[src/rtl/ex_muldiv.sv]
// EX-stage multiply/divide unit owning the HI/LO registers.
// MULT/MULTU use a shift-add multiplier and DIV/DIVU use a restoring divider.
// Both work on operand magnitudes, retire one bit per cycle, and apply the sign on commit.
// MTHI/MTLO write HI/LO directly, and only while the unit is idle.
module ex_muldiv #(
    parameter int CYCLES = 32
) (
    input  logic        clk,
    input  logic        rst,
    input  logic        start,
    input  logic [2:0]  op,
    input  logic [31:0] a,
    input  logic [31:0] b,
    output logic        busy,
    output logic [31:0] hi,
    output logic [31:0] lo
);

    localparam logic [2:0] OP_MULT  = 3'b001;
    localparam logic [2:0] OP_MULTU = 3'b010;
    localparam logic [2:0] OP_DIV   = 3'b011;
    localparam logic [2:0] OP_DIVU  = 3'b100;
    localparam logic [2:0] OP_MTHI  = 3'b101;
    localparam logic [2:0] OP_MTLO  = 3'b110;
    localparam int CW = (CYCLES > 1) ? $clog2(CYCLES) : 1;

    typedef enum logic {IDLE, RUN} state_t;

    state_t          state;
    logic [CW-1:0]   count;
    logic            is_div;
    logic            div_zero;
    logic            neg_q;
    logic            neg_r;
    logic [31:0]     a_raw;
    logic [31:0]     b_mag;
    logic [63:0]     prod;
    logic [32:0]     rem;

    logic            signed_op;
    logic [31:0]     a_mag_in;
    logic [31:0]     b_mag_in;
    logic [32:0]     mul_sum;
    logic [33:0]     div_diff;
    logic [32:0]     div_shift;
    logic [63:0]     next_prod;
    logic [32:0]     next_rem;
    logic [63:0]     mul_res;
    logic [31:0]     quo;
    logic [31:0]     rmd;

    // Operand magnitudes at accept time, one iteration step, and the sign-corrected final results
    always_comb begin
        signed_op = (op == OP_MULT) || (op == OP_DIV);
        a_mag_in  = (signed_op && a[31]) ? -a : a;
        b_mag_in  = (signed_op && b[31]) ? -b : b;
        mul_sum   = {1'b0, prod[63:32]} + (prod[0] ? {1'b0, b_mag} : 33'd0);
        div_diff  = {rem, prod[31]} - {2'b00, b_mag};
        div_shift = {rem[31:0], prod[31]};
        next_prod = is_div ? {prod[62:0], ~div_diff[33]} : {mul_sum, prod[31:1]};
        next_rem  = rem;
        if (is_div)
            next_rem = div_diff[33] ? div_shift : div_diff[32:0];
        mul_res   = neg_q ? -next_prod : next_prod;
        quo       = neg_q ? -next_prod[31:0] : next_prod[31:0];
        rmd       = neg_r ? -next_rem[31:0] : next_rem[31:0];
    end

    // Control FSM: accept ops in IDLE, iterate in RUN, commit HI/LO on the final RUN edge
    always_ff @(posedge clk) begin
        if (rst) begin
            state    <= IDLE;
            busy     <= 1'b0;
            hi       <= 32'd0;
            lo       <= 32'd0;
            count    <= '0;
            is_div   <= 1'b0;
            div_zero <= 1'b0;
            neg_q    <= 1'b0;
            neg_r    <= 1'b0;
            a_raw    <= 32'd0;
            b_mag    <= 32'd0;
            prod     <= 64'd0;
            rem      <= 33'd0;
        end else begin
            case (state)
                IDLE: begin
                    if (start) begin
                        case (op)
                            OP_MULT, OP_MULTU, OP_DIV, OP_DIVU: begin
                                state    <= RUN;
                                busy     <= 1'b1;
                                count    <= '0;
                                is_div   <= (op == OP_DIV) || (op == OP_DIVU);
                                div_zero <= (b == 32'd0);
                                neg_q    <= signed_op && (a[31] ^ b[31]);
                                neg_r    <= signed_op && a[31];
                                a_raw    <= a;
                                b_mag    <= b_mag_in;
                                prod     <= {32'd0, a_mag_in};
                                rem      <= 33'd0;
                            end
                            OP_MTHI: hi <= a;
                            OP_MTLO: lo <= a;
                            default: ;
                        endcase
                    end
                end
                RUN: begin
                    prod  <= next_prod;
                    rem   <= next_rem;
                    count <= count + CW'(1);
                    if (count == CW'(CYCLES - 1)) begin
                        state <= IDLE;
                        busy  <= 1'b0;
                        if (!is_div) begin
                            hi <= mul_res[63:32];
                            lo <= mul_res[31:0];
                        end else if (div_zero) begin
                            hi <= a_raw;
                            lo <= 32'hFFFF_FFFF;
                        end else begin
                            hi <= rmd;
                            lo <= quo;
                        end
                    end
                end
                default: begin
                    state <= IDLE;
                    busy  <= 1'b0;
                end
            endcase
        end
    end

endmodule

[config.mk]
export PLATFORM = sky130hd
export DESIGN_NAME = ex_muldiv
export DESIGN_NICKNAME = d
export VERILOG_FILES = /design/src/rtl/ex_muldiv.sv
export SDC_FILE = /design/constraint.sdc
export NUM_CORES = 1
export LEC_CHECK = 0
export CORE_AREA = 2 2 193 195
export DETAILED_ROUTE_END_ITERATION = 10
export DIE_AREA = 0 0 195 197
export GPL_TIMING_DRIVEN = 0
export PLACE_DENSITY = 0.74
export SLEW_MARGIN = 15
export SYNTH_ARGS = -nofsm -noshare
export SYNTH_HDL_FRONTEND = slang
export SYNTH_SLANG_ARGS = --single-unit
[constraint.sdc]
create_clock -name clk -period 13.4 [get_ports clk]
set_clock_uncertainty 0.05 [all_clocks]
set_input_delay 2.68 -clock clk [delete_from_list [all_inputs] [get_ports clk]]
set_output_delay 2.68 -clock clk [all_outputs]
set_load 0.1 [all_outputs]
# Word level (Yosys, flattened, before mapping)
# Index checks and enable logic that the tools add are counted.
# op_classes
add_sub_neg	8
eq_ne	13
mux	38
bitwise	3
n_reduce_logical	13
# op_table
cell	n
$mux W32	15
$mux W64	4
$mux W33	4
$neg A32 Y32	4
$pmux W32 S2	2
$pmux W64 S2	1
$pmux W33 S2	1
$neg A64 Y64	1
$sub A34 B32 Y34	1
$add A32 B32 Y33	1
$logic_not A32 Y1	1
$reduce_and A3 Y1	5
$mux W5	2
$ne A2 B1 Y1 const B	5
$pmux W5 S2	1
$eq A3 B3 Y1 const B	3
$eq A3 B2 Y1 const B	2
$mux W1	6
$add A5 B1 Y5 const B	1
$eq A5 B5 Y1 const B	1
$pmux W1 S2	2
$reduce_or A4 Y1	1
$eq A3 B1 Y1 const B	1
$logic_and A1 B1 Y1	3
5 further kinds	7
# word_totals
ff_bits	236
inputBits	70
out_inout_bits	65

# Longest topological paths before layout
# depth
depth_word	9
depth_mapped	21

# Worst setup path after synthesis
# OpenSTA, ideal clock, no wires.
# synth_timing
path_kind	input to register
start	input a[2]
end	register prod[18]
t_arrival_ns	5.054
t_required_ns	13.285
path_slack_ns	8.231
cell_stages	11
path_buffers	1
cell_sequence	clkbuf_1 > nor3_1 > nand2b_1 > or4_1 > or2_2 > o41ai_1 > o21ai_0 > xnor2_1 > o211ai_1 > o21ai_0 > nor2_1
# synth_between
elab_chain_len	5
# synth_lines
item	line	text
start: declaration	12	input logic [31:0] a,
$neg A32 Y32	55	a_mag_in = (signed_op && a[31]) ? -a : a;
$mux W32	55	
$mux W64	89	case (op)
$mux W64	88	if (start) begin
$pmux W64 S2	86	case (state)
end signal: assignment	100	prod <= {32'd0, a_mag_in};
end signal: assignment	110	prod <= next_prod;
end: declaration	37	logic [63:0] prod;
# Every way passes these cells. The select of a mux whose other input is x is not followed.
# A chain may end at the register's enable or synchronous reset.

# Final worst setup path
# layout_timing
start	register is_div
end	register hi[30]
# layout_between
elab_chain_len	7
# layout_lines
item	line	text
start: declaration	31	logic is_div;
start signal: assignment	94	is_div <= (op == OP_DIV) || (op == OP_DIVU);
$mux W33	62	if (is_div)
$neg A32 Y32	66	rmd = neg_r ? -next_rem[31:0] : next_rem[31:0];
$mux W32	66	
$mux W32	119	end else if (div_zero) begin
$mux W32 (*)	116	if (!is_div) begin
$mux W32 (*)	113	if (count == CW'(CYCLES - 1)) begin
$pmux W32 S2 (*)	86	
end signal: assignment	117	hi <= mul_res[63:32];
end signal: assignment	120	hi <= a_raw;
end signal: assignment	123	hi <= rmd;
end: declaration	15	output logic [31:0] hi,
# Every way passes the cells marked *; elsewhere a longest branch is shown, timed or not. The select of a mux whose other input is x is not followed.

==> metrics.md <==
| Metric | Value |
|---|---|
| Status | `finished clean` |
| Register area share after synthesis | `23.9%` |
| Core area | `36300 um^2` |
| Internal cell power | `1.59 mW` |
| CTS tree | `built` |
| Syn_nets | `2870` |
| Number of synthesized flops with an enable pin | `0` |
| Async set-reset flop share out of synthesis | `0%` |
| # IOs | `135` |
| Area of the multi-input gates | `13900 um^2` |
| FF+latch area | `4720 um^2` |
| Tot Pwr | `2.47 mW` |
| IO Port Bufs | `128` |
| Sw frac | `35.7%` |
| Avg Inst Size Synth | `7.24 um^2` |
| Worst-path clk slew | `70 ps` |
| # hold bufs at CTS | `0` |
| Post-synth top area share | `23.9%` |
| Post-Synthesis Cells | `2728` |
| Vias in the first global route | `21800` |
| Detailed-route wire length | `94100 um` |
| Arrival time at the worst endpoint | `9230 ps` |
| GPL Wtd Cong | `1.10` |
| CTS buffer count | `29` |
| Area contributors post-synth | `dfxtp_1, nand2_1, a21oi_1` |
| Crit Path Category | `reg2reg` |
| Achievable Freq | `113 MHz` |
| Pin count of the biggest net entering global routing | `16` |
| Nets | `3030` |
| Rel. slew slack | `3.90%` |
| Pleak | `8.38 nW` |
| Clk pwr share | `40.4%` |
| Pwr per Cell Area | `108 nW/um^2` |
| Initial DRC count | `4024` |
| Flop and latch count out of synthesis | `236` |
| Post-DP HPWL | `72600 um` |
| DRC violations left | `0` |
| Slew @ Worst Pin | `1440 ps` |
| Initial antenna violation count | `5` |
| Syn. warnings | `0` |
| Total Routing Usage GR | `47.2%` |
| Area post-placement | `21600 um^2` |
| Worst skew pair latency | `600 ps` |
| Synth area leader | `dfxtp_1` |
| CP Data Required Time | `13780 ps` |
| Number of hold violations in the final report | `0` |
| Via density | `7.08` |
| Clock root cell | `clkbuf_16` |
| Mapped cell area | `19700 um^2` |
| WL/cell | `27.8 um` |
| Worst setup EP type | `flop` |
| Number of max-cap violations | `0` |
| Final antenna-violating net count | `0` |
| Final setup TNS | `0 ps` |
| Clk buf depth | `3` |
| Vias | `23900` |
| Fin area | `22800 um^2` |
| Die area | `38400 um^2` |
| Post-cts resize count | `0` |
| Post-CTS Setup Inserts | `0` |
| Die width | `195 um` |
| Switch Pwr | `0.883 mW` |
| Synth cell types | `108` |
| VDD IR max | `0.106 mV` |
| Clock Sinks | `236` |
| Hold WC Path Type | `reg2reg` |
| Hold slack | `406 ps` |
| RSZ-0062 raised after global routing | `no` |
| Period utilisation layout | `66.1%` |
| Row cnt | `70` |
| Area grow syn2layout | `15.6%` |
| H-tree depth | `1` |
| Layout cell share with drive strength beyond 1 | `5.29%` |
| TritonRoute pass-1 iters | `6` |
| Initial Utilization | `54.4%` |
| Final worst path period need | `8850 ps` |
| Final setup fails | `0` |
| Seq pwr share | `31.6%` |
| Fill count | `3314` |
| Comb power frac | `28.0%` |
| First-pass GRT wire length | `136000 um` |
| Total global routing overflow | `0` |
| Die height | `197 um` |
| Worst Path Max Fanout | `10` |
| Startpoint Class | `flop` |
| Slew Limit Fails | `0` |
| Synth Flop Type | `dfxtp_1` |
-- flip-flops by register name (all words and copies together), names as in the netlist, 5 cells and up --
name,cells
a_raw,32
b_mag,32
count,5
hi,32
lo,32
prod,64
rem,33
-- power by group through the flow --
stage | combinational (mW) | sequential (mW) | clock [mW]
detailed placement | 0.650 | 0.791 | 0
global route | 0.718 | 0.781 | 1.02
CTS | 0.655 | 0.776 | 0.987
finish | 0.691 | 0.780 | 0.999
floorplan | 0.392 | 0.808 | 0
global placement | 0.638 | 0.790 | 0
-- cell type report --
| class | instances | share of cell area, % |
|---|---|---|
| Antenna cell | 4 | 0.0438 |
| Buffer | 192 | 3.44 |
| Clock buffer | 34 | 3.39 |
| Clock inverter | 18 | 1.80 |
| Inverter | 87 | 1.43 |
| Multi-Input combinational cell | 2213 | 61.0 |
| Sequential cell | 236 | 20.7 |
| Tap cell | 468 | 2.56 |
| Timing Repair Buffer | 129 | 5.65 |
-- per-layer routing --
layer  track usage (%)  vias to the layer above  wire length, um  part of all wire [%]
li1                  -                    10400                -                     -
met1              61.7                    11200            35700                    38
met2              69.1                     1960            37500                    40
met3              15.3                      442            14600                    16
met4              25.2                        4             6200                   6.6
met5                 0                        -               24                 0.026
-- logic make-up after synthesis --
kind of cell	synth area share (%)
mux	2.81
xor+xnor	7.45
compound gates	31.4
simple gates	24.1
flops	23.9
buf+inv	5.63
fa+ha+maj	4.64
-- worst paths after layout --
path	start	endpoint	slack, ps	depth (start not counted)
setup / recovery	is_div	hi[30]	4550	20
hold / removal	lo[15]	lo[15]	410	2
setup reg to reg	is_div	hi[30]	4550	20
hold reg to reg	lo[15]	lo[15]	410	2
-- worst max-delay path: stages (launching register included) --
cell	delay, ps
dfxtp_1	330
buf_2	280
buf_2	500
buf_2	540
buf_2	530
buf_2	480
buf_2	440
buf_2	520
buf_2	540
buf_1	840
clkbuf_1	990
buf_2	500
mux2i_1	290
ha_1	270
o31ai_1	150
nand3b_1	290
nor4_2	280
buf_4	230
a311oi_1	90
a31oi_1	340
a311oi_1	150
-- cells in the final DEF (no fill, tap or decap), drive strengths merged, types with 21 or more instances in the layout --
| cell | instances |
|---|---|
| nand3 | 43 |
| o22ai | 24 |
| o221ai | 41 |
| nor2b | 22 |
| and3 | 22 |
| ha | 70 |
| o21ai | 156 |
| a22oi | 60 |
| a21oi | 253 |
| xnor2 | 91 |
| xor2 | 77 |
| mux2i | 36 |
| clkdlybuf4s50 | 128 |
| nor4 | 26 |
| o31ai | 37 |
| nor3 | 81 |
| a211oi | 58 |
| o211ai | 57 |
| and2 | 53 |
| nand2 | 350 |
| a31oi | 34 |
| nand2b | 21 |
| or3 | 40 |
| buf | 52 |
| nor2 | 257 |
| a21o | 34 |
| dfxtp | 236 |
| clkbuf | 175 |
| inv | 86 |
-- cells in the mapped netlist (14+ instances only) --
cell type and n:
nor4_1 23, mux2_2 15, nor2_1 256, a31oi_1 33, o22ai_1 24, a21oi_1 250, inv_1 85, buf_1 18
or2_2 14, nand2_1 350, or3_1 40, a22oi_1 60, mux2i_1 36, a21o_1 31, a311oi_1 17, clkbuf_1 141
xor2_1 77, o21ai_0 145, xnor2_1 91, and2_1 52, nand4_1 16, o211ai_1 56, buf_2 28, and3_1 22
dfxtp_1 236, nand3_1 42, o221ai_1 41, o31ai_1 36, ha_1 70, nor2b_1 22, a211oi_1 57, a221o_1 16
nor3_1 79, nor3b_1 14, nand2b_1 21
-- through the flow --
| step | setup slack [ps] | util, % | std cells |
|---|---|---|---|
| finish | 4550 | 63.0 | 3381 |
| global route | 5050 | 62.9 | 3377 |
| CTS | 5520 | 62.9 | 3377 |
| detailed placement | 5540 | 59.7 | 3325 |
| global placement | 5530 | 59.6 | 3324 |
| floorplan | 8230 | - | 2728 |
No activity file was read; power rests on OpenSTA's default activity.
